File: config.mk
export PLATFORM = sky130hd
export DESIGN_NAME = p_beid_interconnect_ahb_mtx_decoder_gen_flat
export DESIGN_NICKNAME = d
export VERILOG_FILES = /design/src/rtl/p_beid_interconnect_ahb_mtx_pkg.sv /design/src/rtl/p_beid_interconnect_ahb_mtx_decoder_gen_if.sv /design/src/rtl/p_beid_interconnect_ahb_mtx_dft_slv_gen.sv /design/src/rtl/p_beid_interconnect_ahb_mtx_decoder_gen.sv /design/src/flat_wrapper.sv
export SDC_FILE = /design/constraint.sdc
export NUM_CORES = 1
export LEC_CHECK = 0
export BUFFER_PORTS_ARGS = -buffer_cell sky130_fd_sc_hd__buf_2
export CORE_AREA = 10 10 79 68
export CTS_BUF_LIST = sky130_fd_sc_hd__clkbuf_8
export CTS_CLUSTER_SIZE = 24
export DETAILED_ROUTE_END_ITERATION = 10
export DIE_AREA = 0 0 89 78
export PLACE_DENSITY = 0.82
export SKIP_LAST_GASP = 1
export SLEW_MARGIN = 25
export SYNTH_ARGS = -nofsm -noshare
export SYNTH_HDL_FRONTEND = slang
export SYNTH_HIERARCHICAL = 1
export SYNTH_SLANG_ARGS = --single-unit
File: constraint.sdc
create_clock -name HCLK -period 1.6 [get_ports HCLK]
set_input_delay 0.16 -clock HCLK [delete_from_list [all_inputs] [get_ports HCLK]]
set_output_delay 0.16 -clock HCLK [all_outputs]
set_load 0.02 [all_outputs]
File: src/rtl/p_beid_interconnect_ahb_mtx_pkg.sv
// Shared AHB bus-matrix definitions: HTRANS/HRESP encodings, the
// default-slave state enum and a constant-evaluable clog2 helper.
package p_beid_interconnect_ahb_mtx_pkg;

  localparam logic [1:0] TRANS_IDLE   = 2'b00;
  localparam logic [1:0] TRANS_NONSEQ = 2'b10;
  localparam logic [1:0] RESP_OKAY    = 2'b00;
  localparam logic [1:0] RESP_ERROR   = 2'b01;

  typedef enum logic [1:0] {
    DS_IDLE = 2'd0,
    DS_ERR1 = 2'd1,
    DS_ERR2 = 2'd2
  } dft_state_e;

  // Smallest r with 2**r >= v (0 for v <= 1).
  function automatic int unsigned clog2(input int unsigned v);
    int unsigned r;
    r = 0;
    for (int unsigned i = 0; i < 32; i++) begin
      if ((32'd1 << i) < v) r = i + 1;
    end
    return r;
  endfunction

endpackage

File: src/rtl/p_beid_interconnect_ahb_mtx_decoder_gen_if.sv
// Input-stage <-> decoder <-> output-stage signal bundle.
// slave  : decoder view (address/data-phase inputs in, selects/muxed response out)
// master : environment view (input stage and output stages)
interface p_beid_interconnect_ahb_mtx_decoder_gen_if #(
  parameter int unsigned NUM_PORTS = 2,
  parameter int unsigned DW        = 32,
  parameter int unsigned RUW       = 4
);
  logic                     HREADYS;
  logic                     sel_dec;
  logic [21:0]              decode_addr_dec;
  logic [1:0]               trans_dec;
  logic [NUM_PORTS-1:0]     active_dec_i;
  logic [NUM_PORTS-1:0]     readyout_dec_i;
  logic [2*NUM_PORTS-1:0]   resp_dec_i;
  logic [DW*NUM_PORTS-1:0]  rdata_dec_i;
  logic [RUW*NUM_PORTS-1:0] ruser_dec_i;
  logic [NUM_PORTS-1:0]     sel_dec_o;
  logic                     active_dec;
  logic                     HREADYOUTS;
  logic [1:0]               HRESPS;
  logic [DW-1:0]            HRDATAS;
  logic [RUW-1:0]           HRUSERS;

  modport slave (
    input  HREADYS, sel_dec, decode_addr_dec, trans_dec,
    input  active_dec_i, readyout_dec_i, resp_dec_i, rdata_dec_i, ruser_dec_i,
    output sel_dec_o, active_dec, HREADYOUTS, HRESPS, HRDATAS, HRUSERS
  );

  modport master (
    output HREADYS, sel_dec, decode_addr_dec, trans_dec,
    output active_dec_i, readyout_dec_i, resp_dec_i, rdata_dec_i, ruser_dec_i,
    input  sel_dec_o, active_dec, HREADYOUTS, HRESPS, HRDATAS, HRUSERS
  );
endinterface

File: src/rtl/p_beid_interconnect_ahb_mtx_dft_slv_gen.sv
// Default slave: two-cycle AHB ERROR response for accepted NONSEQ/SEQ
// transfers to unmapped space, zero-wait OKAY otherwise.
// Ports: HCLK/HRESETn; sel_i (default slave addressed), hready_i (HREADYS),
// xfer_i (HTRANS is NONSEQ/SEQ); hreadyout_o, hresp_o, err_o (first ERROR cycle).
module p_beid_interconnect_ahb_mtx_dft_slv_gen (
  input  logic       HCLK,
  input  logic       HRESETn,
  input  logic       sel_i,
  input  logic       hready_i,
  input  logic       xfer_i,
  output logic       hreadyout_o,
  output logic [1:0] hresp_o,
  output logic       err_o
);
  import p_beid_interconnect_ahb_mtx_pkg::*;

  dft_state_e state_q, state_d;
  logic       accept;

  assign accept = sel_i & hready_i & xfer_i;

  // State register
  always_ff @(posedge HCLK or negedge HRESETn) begin
    if (!HRESETn) state_q <= DS_IDLE;
    else          state_q <= state_d;
  end

  // Next state and response
  always_comb begin
    state_d     = state_q;
    hreadyout_o = 1'b1;
    hresp_o     = RESP_OKAY;
    err_o       = 1'b0;
    unique case (state_q)
      DS_IDLE: if (accept) state_d = DS_ERR1;
      DS_ERR1: begin
        hreadyout_o = 1'b0;
        hresp_o     = RESP_ERROR;
        err_o       = 1'b1;
        state_d     = DS_ERR2;
      end
      DS_ERR2: begin
        hresp_o = RESP_ERROR;
        state_d = accept ? DS_ERR1 : DS_IDLE;
      end
      default: state_d = DS_IDLE;
    endcase
  end

endmodule

File: src/rtl/p_beid_interconnect_ahb_mtx_decoder_gen.sv
// AHB bus-matrix input-stage decoder: prioritised region decode with remap
// gating, one-hot HSEL to the output stages, registered data-phase port and
// response mux, plus an integrated default slave for unmapped addresses.
// Ports: HCLK/HRESETn; remapping_dec (remap controls); bus_if (slave modport:
// input-stage address/data phase and per-port responses); dft_err_o (pulse on
// the first ERROR cycle of the default slave).
module p_beid_interconnect_ahb_mtx_decoder_gen #(
  parameter int unsigned NUM_PORTS   = 2,
  parameter int unsigned NUM_REGIONS = 4,
  parameter int unsigned NUM_REMAP   = 1,
  parameter int unsigned DW          = 32,
  parameter int unsigned RUW         = 4,
  parameter logic [NUM_REGIONS*22-1:0] REGION_BASE  = {NUM_REGIONS{22'h0}},
  parameter logic [NUM_REGIONS*22-1:0] REGION_LIMIT = {NUM_REGIONS{22'h0}},
  parameter logic [NUM_REGIONS*4-1:0]  REGION_PORT  = {NUM_REGIONS{4'h0}},
  parameter logic [NUM_REGIONS*3-1:0]  REGION_REMAP = {NUM_REGIONS{3'h0}}
) (
  input  logic                 HCLK,
  input  logic                 HRESETn,
  input  logic [NUM_REMAP-1:0] remapping_dec,
  p_beid_interconnect_ahb_mtx_decoder_gen_if.slave bus_if,
  output logic                 dft_err_o
);
  import p_beid_interconnect_ahb_mtx_pkg::*;

  localparam int unsigned PW  = clog2(NUM_PORTS + 1);
  localparam int unsigned DFT = NUM_PORTS;

  logic [PW-1:0]        hit_port, addr_port, data_port_q, data_port_d;
  logic [NUM_PORTS-1:0] sel_vec;
  logic                 act, dft_sel, xfer;
  logic                 dft_ready;
  logic [1:0]           dft_resp;

  // Flag table entries that point past the last output stage; they decode to DFT.
  for (genvar r = 0; r < NUM_REGIONS; r++) begin : g_port_chk
    if (32'(REGION_PORT[r*4 +: 4]) >= NUM_PORTS) begin : g_bad
      $warning("region %0d targets port beyond NUM_PORTS; decoded as default slave", r);
    end
  end

  function automatic logic remap_ok(input logic [2:0] code, input logic [NUM_REMAP-1:0] rm);
    remap_ok = (code == 3'd0);
    for (int k = 0; k < int'(NUM_REMAP); k++) begin
      if ((code == 3'(k + 1)) && rm[k]) remap_ok = 1'b1;
    end
  endfunction

  // Region decode; scanning downwards lets the lowest-index hit win.
  always_comb begin
    hit_port = PW'(DFT);
    for (int r = int'(NUM_REGIONS) - 1; r >= 0; r--) begin
      if ((bus_if.decode_addr_dec >= REGION_BASE[r*22 +: 22]) &&
          (bus_if.decode_addr_dec <= REGION_LIMIT[r*22 +: 22]) &&
          remap_ok(REGION_REMAP[r*3 +: 3], remapping_dec)) begin
        hit_port = (32'(REGION_PORT[r*4 +: 4]) < NUM_PORTS) ? PW'(REGION_PORT[r*4 +: 4])
                                                             : PW'(DFT);
      end
    end
  end

  // IDLE cycles keep the current data-phase port so selects do not toggle.
  assign addr_port = (bus_if.trans_dec == TRANS_IDLE) ? data_port_q : hit_port;
  assign xfer      = (bus_if.trans_dec & TRANS_NONSEQ) != 2'b00;
  assign dft_sel   = bus_if.sel_dec && (addr_port == PW'(DFT));

  // One-hot selects and addressed-port active
  always_comb begin
    sel_vec = '0;
    act     = 1'b1;
    for (int p = 0; p < int'(NUM_PORTS); p++) begin
      sel_vec[p] = bus_if.sel_dec && (addr_port == PW'(p));
      if (addr_port == PW'(p)) act = bus_if.active_dec_i[p];
    end
  end

  assign bus_if.sel_dec_o  = sel_vec;
  assign bus_if.active_dec = act;

  // Data-phase port advances only when the input stage completes a cycle.
  assign data_port_d = bus_if.HREADYS ? addr_port : data_port_q;

  always_ff @(posedge HCLK or negedge HRESETn) begin
    if (!HRESETn) data_port_q <= '0;
    else          data_port_q <= data_port_d;
  end

  // Data-phase response mux; the default slave returns zero data/user.
  always_comb begin
    bus_if.HREADYOUTS = dft_ready;
    bus_if.HRESPS     = dft_resp;
    bus_if.HRDATAS    = '0;
    bus_if.HRUSERS    = '0;
    for (int p = 0; p < int'(NUM_PORTS); p++) begin
      if (data_port_q == PW'(p)) begin
        bus_if.HREADYOUTS = bus_if.readyout_dec_i[p];
        bus_if.HRESPS     = bus_if.resp_dec_i[2*p +: 2];
        bus_if.HRDATAS    = bus_if.rdata_dec_i[DW*p +: DW];
        bus_if.HRUSERS    = bus_if.ruser_dec_i[RUW*p +: RUW];
      end
    end
  end

  p_beid_interconnect_ahb_mtx_dft_slv_gen u_dft_slv (
    .HCLK        (HCLK),
    .HRESETn     (HRESETn),
    .sel_i       (dft_sel),
    .hready_i    (bus_if.HREADYS),
    .xfer_i      (xfer),
    .hreadyout_o (dft_ready),
    .hresp_o     (dft_resp),
    .err_o       (dft_err_o)
  );

endmodule
File: src/flat_wrapper.sv
// flat-port wrapper written by rule: the top's interface ports become plain ports
module p_beid_interconnect_ahb_mtx_decoder_gen_flat import p_beid_interconnect_ahb_mtx_pkg::*;
#(
  parameter int unsigned NUM_PORTS   = 2,
  parameter int unsigned NUM_REGIONS = 4,
  parameter int unsigned NUM_REMAP   = 1,
  parameter int unsigned DW          = 32,
  parameter int unsigned RUW         = 4,
  parameter logic [NUM_REGIONS*22-1:0] REGION_BASE  = {NUM_REGIONS{22'h0}},
  parameter logic [NUM_REGIONS*22-1:0] REGION_LIMIT = {NUM_REGIONS{22'h0}},
  parameter logic [NUM_REGIONS*4-1:0]  REGION_PORT  = {NUM_REGIONS{4'h0}},
  parameter logic [NUM_REGIONS*3-1:0]  REGION_REMAP = {NUM_REGIONS{3'h0}}
)
  (HCLK, HRESETn, remapping_dec, dft_err_o, bus_if_HREADYS, bus_if_sel_dec, bus_if_decode_addr_dec, bus_if_trans_dec, bus_if_active_dec_i, bus_if_readyout_dec_i, bus_if_resp_dec_i, bus_if_rdata_dec_i, bus_if_ruser_dec_i, bus_if_sel_dec_o, bus_if_active_dec, bus_if_HREADYOUTS, bus_if_HRESPS, bus_if_HRDATAS, bus_if_HRUSERS);
  p_beid_interconnect_ahb_mtx_decoder_gen_if #(.NUM_PORTS(NUM_PORTS), .DW(DW), .RUW(RUW)) bus_if_i ();
  input  logic HCLK;
  input  logic HRESETn;
  input  logic [NUM_REMAP-1:0] remapping_dec;
  output logic dft_err_o;
  input wire logic [$bits(bus_if_i.HREADYS)-1:0] bus_if_HREADYS;
  input wire logic [$bits(bus_if_i.sel_dec)-1:0] bus_if_sel_dec;
  input wire logic [$bits(bus_if_i.decode_addr_dec)-1:0] bus_if_decode_addr_dec;
  input wire logic [$bits(bus_if_i.trans_dec)-1:0] bus_if_trans_dec;
  input wire logic [$bits(bus_if_i.active_dec_i)-1:0] bus_if_active_dec_i;
  input wire logic [$bits(bus_if_i.readyout_dec_i)-1:0] bus_if_readyout_dec_i;
  input wire logic [$bits(bus_if_i.resp_dec_i)-1:0] bus_if_resp_dec_i;
  input wire logic [$bits(bus_if_i.rdata_dec_i)-1:0] bus_if_rdata_dec_i;
  input wire logic [$bits(bus_if_i.ruser_dec_i)-1:0] bus_if_ruser_dec_i;
  output wire logic [$bits(bus_if_i.sel_dec_o)-1:0] bus_if_sel_dec_o;
  output wire logic [$bits(bus_if_i.active_dec)-1:0] bus_if_active_dec;
  output wire logic [$bits(bus_if_i.HREADYOUTS)-1:0] bus_if_HREADYOUTS;
  output wire logic [$bits(bus_if_i.HRESPS)-1:0] bus_if_HRESPS;
  output wire logic [$bits(bus_if_i.HRDATAS)-1:0] bus_if_HRDATAS;
  output wire logic [$bits(bus_if_i.HRUSERS)-1:0] bus_if_HRUSERS;
  assign bus_if_i.HREADYS = bus_if_HREADYS;
  assign bus_if_i.sel_dec = bus_if_sel_dec;
  assign bus_if_i.decode_addr_dec = bus_if_decode_addr_dec;
  assign bus_if_i.trans_dec = bus_if_trans_dec;
  assign bus_if_i.active_dec_i = bus_if_active_dec_i;
  assign bus_if_i.readyout_dec_i = bus_if_readyout_dec_i;
  assign bus_if_i.resp_dec_i = bus_if_resp_dec_i;
  assign bus_if_i.rdata_dec_i = bus_if_rdata_dec_i;
  assign bus_if_i.ruser_dec_i = bus_if_ruser_dec_i;
  assign bus_if_sel_dec_o = bus_if_i.sel_dec_o;
  assign bus_if_active_dec = bus_if_i.active_dec;
  assign bus_if_HREADYOUTS = bus_if_i.HREADYOUTS;
  assign bus_if_HRESPS = bus_if_i.HRESPS;
  assign bus_if_HRDATAS = bus_if_i.HRDATAS;
  assign bus_if_HRUSERS = bus_if_i.HRUSERS;
  p_beid_interconnect_ahb_mtx_decoder_gen #(.NUM_PORTS(NUM_PORTS), .NUM_REGIONS(NUM_REGIONS), .NUM_REMAP(NUM_REMAP), .DW(DW), .RUW(RUW), .REGION_BASE(REGION_BASE), .REGION_LIMIT(REGION_LIMIT), .REGION_PORT(REGION_PORT), .REGION_REMAP(REGION_REMAP)) u_core (.HCLK(HCLK), .HRESETn(HRESETn), .remapping_dec(remapping_dec), .bus_if(bus_if_i), .dft_err_o(dft_err_o));
endmodule
After elaboration in Yosys (flattened, before gate mapping):

Cells that the tools add are included.

* logic and storage cells: 39
* output and inout bits: 43
* memory bits (writable): 0
* ROM bits: 0
* bits in registers: 4
* memories kept: 0
* input bits: 109
* latch bits: 0

* multiplexer cells: 18
* div/mod/pow operators: 0
* magnitude comparators: 2
* bitwise operators: 2
* eq/ne operators: 6
* add/sub/neg operators: 0
* $mul: 0
* reductions and logical operators: 9
* shift operators: 0

Operators with widths (number)
* two-way mux 32 bit: 2
* greater-or-equal comparator 22 x 1 -> 1 bit (second input constant): 1
* <= comparator 22 x 1 -> 1 bit (second input constant): 1
* two-way mux 2 bit: 5
* logical NOT 2 bit: 4
* two-way mux 1 bit: 8
* two-way mux 4 bit: 2
* equality test 2 x 1 -> 1 bit (second input constant): 3
* case mux 2 bit (3 select lines): 1
* equality test 2 bit (second input constant): 2
* logical AND 1 bit: 4
* bitwise AND 1 bit: 2
* inequality test 2 bit (second input constant): 1
* OR reduction 2 bit: 1

Depth between registers and ports, before layout:

* depth in word-level cells: 10
* mapped depth: 6
* mapped depth without buffers: 5

Hierarchy:

Netlist, hierarchy kept.

Modules (own cells, without submodules)
* p_beid_interconnect_ahb_mtx_decoder_gen: cells an instance 119, instances 1, sequential area each 50.0 sq um, area each 812.0 sq um
* p_beid_interconnect_ahb_mtx_dft_slv_gen: cells an instance 19, instances 1, sequential area each 50.0 sq um, area each 183.9 sq um

Worst setup path after synthesis:

No wires, ideal clock.

* kind: register to output
* start: register u_core.data_port_q[0]
* end: output bus_if_active_dec
* stages on the path, launching flop included: 5
* required time: 1.440 ns
* buffers on the path: 1
* data arrival time: 1.573 ns
* path slack: -0.133 ns
* path through: dfrtp_1 -> buf_2 -> or3b_1 -> mux2_1 -> or3_1

* cells in the longest elaborated chain, start to end: 4
* elaborated cells on any way between the ends: 5
* classes of those cells: 1 x eq/ne; 3 x mux; 1 x reduce/logical

RTL lines
* start, declared: RTL line p_beid_interconnect_ahb_mtx_decoder_gen.sv:29 `logic [PW-1:0] hit_port, addr_port, data_port_q, data_port_d;`
* start signal, assigned: RTL line p_beid_interconnect_ahb_mtx_decoder_gen.sv:85 `else data_port_q <= data_port_d;`
* two-way mux 2 bit (*): RTL line p_beid_interconnect_ahb_mtx_decoder_gen.sv:63 `assign addr_port = (bus_if.trans_dec == TRANS_IDLE) ? data_port_q : hit_port;`
* logical NOT 2 bit: RTL line p_beid_interconnect_ahb_mtx_decoder_gen.sv:73 `if (addr_port == PW'(p)) act = bus_if.active_dec_i[p];`
* two-way mux 1 bit: RTL line p_beid_interconnect_ahb_mtx_decoder_gen.sv:73
* two-way mux 1 bit (*): RTL line p_beid_interconnect_ahb_mtx_decoder_gen.sv:73
* end, declared: RTL line flat_wrapper.sv:30 `output wire logic [$bits(bus_if_i.active_dec)-1:0] bus_if_active_dec;`

Every way passes the cells marked *; elsewhere a longest branch is shown, timed or not.

Worst setup path after layout:

Same ends and word-level chain as after synthesis.

==> summary.txt <==
Outcome
  – Run status: finished, violations left
  – Failing checks: setup timing

CTS
  – CTS Buffer Depth: 2
  – Clock transition at path regs: 0.04 ns
  – H-Tree Level Count: 1
  – CTS root buf: clkbuf_8
  – CTS buffer count: 3
  – Clock Latency Late Sink: 0.22 ns
  – Clk sinks: 4
  – TritonCTS clock tree: yes

Yosys
  – Syn Inst Count: 138
  – Number of synthesized register bits: 4
  – Fraction of synthesized area in multiplexers: 0.413
  – Simple-gate area share of the yosys netlist: 0.286
  – Syn avg cell area: 7.22 µm²
  – Synth Area in XOR/XNOR: 0
  – Top cell type's share of synthesized area: 0.402
  – YS warnings: 6
  – Compound-Gate Fraction of Synth Area: 0.0842
  – Mapped Nets: 251
  – Seq/Total Area, Yosys: 0.101
  – Post-synth cell types: 31
  – Synth area leaders: mux2i_1 40%, nor2_1 14%, dfrtp_1 10%, ha_1 5.0%, nor4_1 3.1%
  – Adder and majority gate portion of the synthesized area: 0.0503
  – Dominant cell type by area after synthesis: mux2i_1
  – Mapped Area: 996 µm²
  – Largest family of logic cells by synthesized area: multiplexers

Worst setup path
  – Arrival time worst endpoint: 1.73 ns
  – Critical Path Start Type: flop
  – Critical path class: reg2out
  – Worst path required time: 1.44 ns
  – Crit path capture type: output pin
  – Worst-path fanout max: 2

Power
  – Clk pwr share: 0.270
  – Pint: 0.524 mW
  – Maximum vdd drop: 0.000319 V
  – Pwr dens: 418 mW/mm²
  – Net Sw Frac: 0.376
  – Logic pwr share: 0.557
  – Seq pwr share: 0.173
  – P_sw: 0.316 mW
  – Total power: 0.840 mW
  – Leak: 1.07 nW

Floorplan
  – DIE AREA: 0.00694 mm²
  – Die height: 78 µm
  – Core ar.: 0.00392 mm²
  – Die width: 89 µm
  – Initial Util: 0.254
  – Row count: 21
  – IO Count: 152

Route
  – Vias per cell: 4.57
  – # DRC: 0
  – Pre-Repair DR Iteration Count: 4
  – DRT iter0 DRCs: 48
  – Vias: 1563
  – Final ANT Viol Nets: 0
  – Routed WL: 5260 µm
  – Wire length per cell: 15.4 µm

Timing
  – Post-layout min period: 1.89 ns
  – # setup viols final: 1
  – Max Freq: 0.529 GHz
  – Fin. Hold Viols: 0
  – RSZ-0062 raised after global routing: true
  – Final worst setup slack: -0.290 ns
  – Clk_skew: 0.00568 ns
  – Slew Limit Fails: 0
  – Period utilization: 1.18
  – Final hold slack: 0.209 ns

Placed design
  – Place WS: -0.0928 ns
  – Global placer's final weighted congestion: 0.807
  – Cells after DPL: 332
  – Post-DP HPWL: 4240 µm
  – Port Buffer Count: 150

GRT
  – Vias in the first global route: 1713
  – Initial antenna violation count: 0
  – First-pass GRT wire length: 7560 µm
  – Gr ovfl total: 0
  – Overall Global Routing Usage: 0.131
  – Largest net degree at the start of global routing: 42

Cells and area
  – Final core area utilization: 0.514
  – Syn-to-layout area delta: 102%
  – Fin nets: 410
  – Non-filler cells, final: 342
  – Layout cells sized above 1: 0.598
  – # diodes: 0

Flow run
  – MaxCap Viol Count: 0

Worst hold path
  – Worst Hold Class: in2reg
==> synth_stat cells <==
cell type and count:
a21boi_0 1, a21oi_1 2, a31oi_1 2, a41oi_1 1, and3_1 1, and3_4 1
and4_1 1, buf_2 4, buf_4 1, clkbuf_1 6, conb_1 1, dfrtp_1 4
ha_1 4, inv_1 3, mux2_1 1, mux2i_1 40, nand2_1 5, nand2b_1 1
nand3_1 1, nand4_1 3, nor2_1 37, nor2b_1 1, nor3_1 1, nor3b_1 1
nor4_1 5, o211ai_2 1, o21ai_0 5, o21bai_1 1, or2_0 1, or3_1 1
or3b_1 1
==> state kept, by name, indices dropped and copies added (netlist names) <==
signal / count
u_core/data_port_q: 2
u_core/u_dft_slv/state_q: 2
==> cell families after synthesis <==
family,after synthesis
AOI/OAI and AO/OA,13
adders and majority gates,4
buffers and inverters,14
DFF,4
muxes,41
other,1
and+or+nand+nor,61
==> routing by layer <==
layer  GRT usage  up-vias  wire [µm]
met2       0.245       79       2670
met3      0.0605        2        581
met5           0        -          0
li1            -      802          -
met4      0.0302        0          8
met1       0.126      680       1990
==> worst max-delay path, cell delays in order, from the launching register on <==
cell     delay, ns
dfrtp_2       0.35
or3b_4        0.38
mux2_4        0.31
or3_4         0.33
buf_6         0.14
==> what timing repair did <==
action,in CTS,in global routing
setup endpoints to repair,43,44
cloned,0,3
setup buffers,0,2
endpoints found under the hold margin,4,0
pin swaps,0,2
resized for setup,4,15
hold buffers,1,0
==> cell type report <==
class | instances | area, µm²
clock inverters | 1 | 3.75
fillers | 372 | 1900
clock buffers | 3 | 41.3
well taps | 46 | 57.6
inverters | 3 | 11.3
multi-input cells | 120 | 862
flip-flops and latches | 4 | 101
repair buffers | 165 | 933
==> placed cells by master, fill, tap and decap left out, types with 2 or more instances in the layout <==
cell type  instances
dfrtp_1            3
buf_6              4
buf_4             10
nor2_1            37
mux2i_1           40
nand4_1            3
buf_2            147
nor4_1             5
clkbuf_8           3
inv_1              4
nand2_1            5
o21ai_0            2
a31oi_1            2
ha_1               4
o21ai_1            3
==> power by group through the flow <==
stage	clock (mW)	sequential (mW)	combinational, mW
6_report	0.227	0.145	0.468
2_1_floorplan	0	0.142	0.239
5_1_grt	0.247	0.149	0.519
3_5_place_dp	0	0.147	0.453
3_3_place_gp	0	0.145	0.436
4_1_cts	0.235	0.146	0.458
==> per-stage QoR <==
step,cell area (µm²),setup TNS (ns)
2_1_floorplan,1010,-0.0230
3_3_place_gp,1830,-0.0417
3_5_place_dp,1830,-0.233
4_1_cts,1900,-6.92
5_1_grt,2010,-0.620
6_report,2010,-0.290
==> final timing paths <==
check	end	slack, ns	depth (start not counted)	start
hold reg to reg	u_core/u_dft_slv/state_q[0]	0.59	2	u_core/u_dft_slv/state_q[0]
setup reg to reg	u_core/u_dft_slv/state_q[0]	0.08	7	u_core/data_port_q[0]
hold / removal	u_core/data_port_q[1]	0.21	2	bus_if_HREADYS
max in group asynchronous	u_core/data_port_q[0]	1.18	2	HRESETn
setup / recovery	bus_if_active_dec	-0.29	4	u_core/data_port_q[0]
min in group asynchronous	u_core/data_port_q[1]	0.28	2	HRESETn
Power figures use the tool's default switching activity.
